--- src/rtl/button_debouncer.sv ---
// Button/switch debouncer: multi-flop synchronizer, four-state stability checker,
// registered debounced level, one-cycle edge strobes and an 8-bit press counter.
module button_debouncer #(
  parameter int SYNC_STAGES   = 2,
  parameter int STABLE_CYCLES = 4
) (
  input  logic       clk,
  input  logic       rst,
  input  logic       btn_in,
  output logic       db_out,
  output logic       rise_pulse,
  output logic       fall_pulse,
  output logic [7:0] press_count
);

  localparam int CNT_W = $clog2(STABLE_CYCLES) + 1;
  localparam logic [CNT_W-1:0] CNT_ZERO = {CNT_W{1'b0}};
  localparam logic [CNT_W-1:0] CNT_ONE  = CNT_W'(1);
  localparam logic [CNT_W-1:0] CNT_LAST = CNT_W'(STABLE_CYCLES - 1);

  typedef enum logic [1:0] {
    ST_LOW   = 2'd0,
    ST_CHK_H = 2'd1,
    ST_HIGH  = 2'd2,
    ST_CHK_L = 2'd3
  } state_t;

  logic [SYNC_STAGES-1:0] sync_q, sync_d;
  logic                   sync_out;
  state_t                 state_q, state_d;
  logic [CNT_W-1:0]       cnt_q, cnt_d;
  logic                   db_out_q, db_out_d;
  logic                   rise_q, rise_d;
  logic                   fall_q, fall_d;
  logic [7:0]             press_count_q, press_count_d;

  // Synchronizer chain: btn_in enters at bit 0, the oldest sample exits at the top.
  always_comb begin
    sync_d = {sync_q[SYNC_STAGES-2:0], btn_in};
  end

  assign sync_out = sync_q[SYNC_STAGES-1];

  // Synchronizer flops.
  always_ff @(posedge clk) begin
    if (rst) begin
      sync_q <= {SYNC_STAGES{1'b0}};
    end else begin
      sync_q <= sync_d;
    end
  end

  // State register together with the stability counter.
  always_ff @(posedge clk) begin
    if (rst) begin
      state_q <= ST_LOW;
      cnt_q   <= CNT_ZERO;
    end else begin
      state_q <= state_d;
      cnt_q   <= cnt_d;
    end
  end

  // Next-state logic: a level change is accepted after STABLE_CYCLES agreeing samples.
  always_comb begin
    state_d = state_q;
    cnt_d   = cnt_q;
    case (state_q)
      ST_LOW: begin
        if (sync_out) begin
          state_d = ST_CHK_H;
          cnt_d   = CNT_ONE;
        end else begin
          state_d = ST_LOW;
          cnt_d   = CNT_ZERO;
        end
      end
      ST_CHK_H: begin
        if (!sync_out) begin
          state_d = ST_LOW;
          cnt_d   = CNT_ZERO;
        end else if (cnt_q == CNT_LAST) begin
          state_d = ST_HIGH;
          cnt_d   = CNT_ZERO;
        end else begin
          state_d = ST_CHK_H;
          cnt_d   = cnt_q + CNT_ONE;
        end
      end
      ST_HIGH: begin
        if (!sync_out) begin
          state_d = ST_CHK_L;
          cnt_d   = CNT_ONE;
        end else begin
          state_d = ST_HIGH;
          cnt_d   = CNT_ZERO;
        end
      end
      ST_CHK_L: begin
        if (sync_out) begin
          state_d = ST_HIGH;
          cnt_d   = CNT_ZERO;
        end else if (cnt_q == CNT_LAST) begin
          state_d = ST_LOW;
          cnt_d   = CNT_ZERO;
        end else begin
          state_d = ST_CHK_L;
          cnt_d   = cnt_q + CNT_ONE;
        end
      end
      default: begin
        state_d = ST_LOW;
        cnt_d   = CNT_ZERO;
      end
    endcase
  end

  // Output logic is decoded from the next state so db_out moves on the accepting edge.
  always_comb begin
    db_out_d      = (state_d == ST_HIGH) || (state_d == ST_CHK_L);
    rise_d        = (state_q == ST_CHK_H) && (state_d == ST_HIGH);
    fall_d        = (state_q == ST_CHK_L) && (state_d == ST_LOW);
    press_count_d = press_count_q;
    if (rise_d) begin
      press_count_d = press_count_q + 8'd1;
    end else begin
      press_count_d = press_count_q;
    end
  end

  // Registered outputs.
  always_ff @(posedge clk) begin
    if (rst) begin
      db_out_q      <= 1'b0;
      rise_q        <= 1'b0;
      fall_q        <= 1'b0;
      press_count_q <= 8'd0;
    end else begin
      db_out_q      <= db_out_d;
      rise_q        <= rise_d;
      fall_q        <= fall_d;
      press_count_q <= press_count_d;
    end
  end

  assign db_out      = db_out_q;
  assign rise_pulse  = rise_q;
  assign fall_pulse  = fall_q;
  assign press_count = press_count_q;

endmodule
--- config.mk ---
export PLATFORM = sky130hd
export DESIGN_NAME = button_debouncer
export DESIGN_NICKNAME = d
export VERILOG_FILES = /design/src/rtl/button_debouncer.sv
export SDC_FILE = /design/constraint.sdc
export NUM_CORES = 1
export LEC_CHECK = 0
export BUFFER_PORTS_ARGS = -buffer_cell sky130_fd_sc_hd__buf_2
export CAP_MARGIN = 20
export CELL_PAD_IN_SITES_DETAIL_PLACEMENT = 1
export CELL_PAD_IN_SITES_GLOBAL_PLACEMENT = 1
export CORE_MARGIN = 4
export CORE_UTILIZATION = 38
export CTS_BUF_LIST = sky130_fd_sc_hd__clkbuf_16
export DETAILED_ROUTE_END_ITERATION = 7
export GPL_ROUTABILITY_DRIVEN = 1
export GPL_TIMING_DRIVEN = 0
export PLACE_DENSITY_LB_ADDON = 0.2
export RECOVER_POWER = 100
export SYNTH_ARGS = -nofsm -noshare
export SYNTH_HDL_FRONTEND = slang
export SYNTH_SLANG_ARGS = --single-unit
--- constraint.sdc ---
create_clock -name clk -period 1.9 [get_ports clk]
set_input_delay 0.095 -clock clk [delete_from_list [all_inputs] [get_ports clk]]
set_output_delay 0.095 -clock clk [all_outputs]
set_load 0.03 [all_outputs]
Yosys cells after proc, flatten, opt, wreduce, memory -nomap -nowiden --
Index checks and enable logic that the tools add are counted.
Cells by class: equality and inequality tests 6, shifts and indexed selects 0, muxes and demuxes 13, reductions and logical operators 5, add/sub/neg operators 2, magnitude comparators 0, bitwise logic cells 0, $mul 0, divide/modulo/power cells 0
Operator list (count):
- 3-bit case mux with 4 select lines | 1
- 3-bit two-way mux | 3
- 8-bit by 1-bit adder with 8-bit output (second input constant) | 1
- 2-bit equality test (second input constant) | 4
- 2-bit two-way mux | 4
- 2-bit case mux with 4 select lines | 1
- 2-bit zero test | 2
- 1-bit two-way mux | 4
- 3-bit by 1-bit adder with 3-bit output (second input constant) | 1
- 3-bit by 2-bit equality test with 1-bit output (second input constant) | 1
- 2-bit by 1-bit equality test with 1-bit output (second input constant) | 1
- 1-bit logical AND | 2
- 1-bit logical OR | 1
Storage, ports and cells: latch bits 0, memories kept 0, output and inout port bits 11, bits of input ports 3, word-level logic and storage cells 33, memory bits (writable) 0, register bits after elaboration 18, ROM bits 0

Depth between registers and ports, before layout --
word-level depth 6, depth in mapped cells 4, mapped depth without buffers 4

Least setup slack after synthesis --
OpenSTA, ideal clock, no wires.
path type reg-to-reg, start point register press_count_q[0], in the netlist press_count[0], end point register press_count_q[6], in the netlist press_count[6], stages on the path, launching flop included 5, data required time 1.829 ns, arrival 1.408 ns, path slack 0.422 ns, period minus slack after synthesis 1.478 ns, path through dfxtp_1 > ha_1 > nand4b_1 > or4_1 > a21oi_1
On the way: word-level cells in the longest chain between the ends 1
RTL lines:
- start: declaration | line 35 | logic [7:0] press_count_q, press_count_d;
- start signal: assignment | line 142 | press_count_q <= press_count_d;
- 8-bit by 1-bit adder with 8-bit output | line 125 | press_count_d = press_count_q + 8'd1;
No other way between the ends. A chain may end at the register's enable or synchronous reset.

Final worst setup path --
start point register cnt_q[0], end point register press_count_q[7], in the netlist press_count[7]
On the way: word-level cells in the longest chain between the ends 6
RTL lines:
- start: declaration | line 31 | logic [CNT_W-1:0] cnt_q, cnt_d;
- start signal: assignment | line 60 | cnt_q <= cnt_d;
- 3-bit by 2-bit equality test with 1-bit output (*) | line 82, 103
- 2-bit two-way mux (on tied branches) | line 103, 82
- 2-bit two-way mux (on tied branches) | line 100, 79
- 2-bit case mux with 4 select lines (*) | line 68 | case (state_q)
- 2-bit equality test (*) | line 121 | rise_d = (state_q == ST_CHK_H) && (state_d == ST_HIGH);
- 1-bit logical AND (*) | line 121
Every way passes the cells marked *; elsewhere a longest branch is shown, timed or not.

==> metrics <==
Syn Area/Cell=between 9 and 10 um2; Final Critical Period=around 1.6 ns; port bufs=13; status=finished, final reports clean; DRT iter0 DRCs=4; Flop pwr share=0.459; max-cap violations=0; Yosys warning total=0; CTS tree=built; Comb power frac=0.017; critical path's largest stage delay=roughly 0.38 ns; Tot Pwr=between 700 and 800 uW; fin nets=95; number of global-route vias before repair=roughly 610; post-synthesis sequential area ratio=0.487; I/O pin count=14; final hold vios=0; Mapped Cells=between 70 and 80; TritonRoute pass-1 iters=2; Routed Antenna Nets=0; crit-path cells=ha_1 > nand4b_1 > nor4_1 > mux2_2; crit path DAT=around 1.8 ns; core area=1730 um2; # rows=15; slew margin rel.=0.678; residual DRC count=0; cell-internal power=about 640 uW; Num CTS Buffers=3; Startpoint Class=flip-flop; cell area after synthesis=699 um2; Post-synth ARST share=0; routed vias/inst=about 5.2; peak supply drop=between 400 and 500 uV; RSZ-0062 raised after global routing=no; CTS hold repair buffers=0; Setup CP Type=flip-flop to flip-flop; Slew Limit Fails=0; share of cells above drive strength 1=0.0787; Layout Cells excl Fill=around 110; clock power share=0.524; Critical-path top delay cell=mux2_2; Setup violations, final=0; Seq cells post-synth=17; total grt overflow=0; Max FO, Critical Path=6; TNS Setup=0 ns; leak pwr=between 0.0003 and 0.0004 uW; Die H=approximately 51 um; Die ar.=2590 um2; first-pass GRT wire length=2580 um; leading register cell type out of synthesis=dfxtp_1; number of synthesized flops with an enable pin=0; period utilisation layout=0.865; Post-Route WL=between 1500 and 2000 um; library cells used by synthesis=25; Sw Pwr=about 150 uW; clk slew on worst S/H paths=roughly 0.050 ns; pin count of the biggest net entering global routing=11; Root Buffer=clkbuf_16; Switching Fraction=0.185; skew final=roughly 0.0016 ns; Setup Buffers After CTS=0; syn nets=between 70 and 80; routed length per instance=13.3 um; fmax=609 MHz; Antenna Diode Count=0; initial antenna violation count=0; Worst-Margin Slew=slightly below 0.5 ns; total track usage=0.137; Max H-tree Level=1; power per cell area=about 930 nW/um2; clock sinks=17; clk buf depth=2; PostCTS Resize Cnt=0; Placed Cells=110; Filler Cells Inserted=218; Via Count=589; Worst EP required=roughly 2 ns; CP Capture Type=flip-flop; Post-DP HPWL=between 1000 and 1500 um; Hold WC Path Type=primary input to flip-flop; routability cong.=~0.68; Clock Latency Late Sink=between 0.2 and 0.3 ns; starting density of the core=0.405; Die X=between 50 and 60 um; P&R area growth vs syn=22.0%
[per-layer routing]
layer / up-vias / part of all wire / GRT usage
li1: 298 / - / -
met1: 278 / 0.44 / 0.144
met2: 11 / 0.48 / 0.234
met3: 2 / 0.059 / 0.0554
met4: 0 / 0.015 / 0.0673
met5: - / 0 / 0
[stage by stage]
stage               instance area, um2  worst slack (ns)   util  hold WS (ns)
floorplan                          699             0.422      -         0.167
global placement                   796             0.323  0.461         0.309
detailed placement                 796             0.269  0.461         0.311
CTS                                875             0.271  0.507        0.0548
global route                       853             0.114  0.494         0.101
finish                             853             0.257  0.494        0.0573
[layout make-up]
| cell class | instances | area (um2) | area share |
|---|---|---|---|
| sequential | 17 | 340 | 0.399 |
| multi-input combinational | 51 | 338 | 0.396 |
| clock buffer | 3 | 75.1 | 0.0880 |
| timing repair buffer | 13 | 50.0 | 0.0587 |
| tap | 25 | 31.3 | 0.0367 |
| inverter | 3 | 11.3 | 0.0132 |
| clock inverter | 1 | 3.75 | 0.00440 |
| buffer | 1 | 3.75 | 0.00440 |
[registers in the layout, indices dropped and copies added, names as in the netlist]
signal and flops:
rise_pulse 1, press_count 8, sync_q 2, fall_pulse 1
cnt_q 3, state_q 2
[cells in the mapped netlist (2+ instances only)]
library cell / number / area share
dfxtp_1: 17 / 0.49
a21oi_1: 7 / 0.050
nor2b_1: 4 / 0.036
o21ai_0: 4 / 0.029
inv_1: 3 / 0.016
nand3b_1: 3 / 0.032
nor2_1: 3 / 0.016
o31ai_1: 3 / 0.032
or3_1: 3 / 0.027
or4_1: 3 / 0.032
and2_1: 2 / 0.018
ha_1: 2 / 0.036
mux2_2: 2 / 0.032
nand2_1: 2 / 0.011
nand2b_1: 2 / 0.018
nor3_1: 2 / 0.014
nor4_1: 2 / 0.018
[layout by cell type (no fill, tap or decap), drive strengths merged, types with 3 or more instances in the layout]
cell type and instances:
a21oi 7, clkbuf 16, dfxtp 17, inv 4
nand3b 3, nor2 3, nor2b 4, o21ai 4
o31ai 3, or3 3, or4 3
[power groups by stage]
stage / clock, uW / sequential (uW) / combinational (uW)
finish: 413 / 362 / 13.6
global route: 437 / 363 / 15.8
CTS: 427 / 362 / 14.0
global placement: 0 / 370 / 13.3
floorplan: 0 / 369 / 7.57
detailed placement: 0 / 370 / 13.9
[worst max-delay path, delay by kind of cell, from the launching register on]
family        cells  cell delay (ns)
mux               1             0.38
fa+ha+maj         1             0.22
flops             1             0.33
simple gates      2             0.60
[worst paths after layout]
kind,end,slack [ns],startpoint,depth (start not counted)
min reg2reg,sync_q[1],0.44,sync_q[0],1
min,sync_q[0],0.06,btn_in,2
max,press_count[7],0.26,cnt_q[0],4
max reg2reg,press_count[7],0.26,cnt_q[0],4
[cell families after synthesis]
logic type	after synthesis	share of synthesized area
flops	17	0.487
simple gates	32	0.299
compound gates	14	0.111
buf+inv	4	0.0215
fa+ha+maj	2	0.0358
mux	3	0.0465
Power figures use the tool's default switching activity.
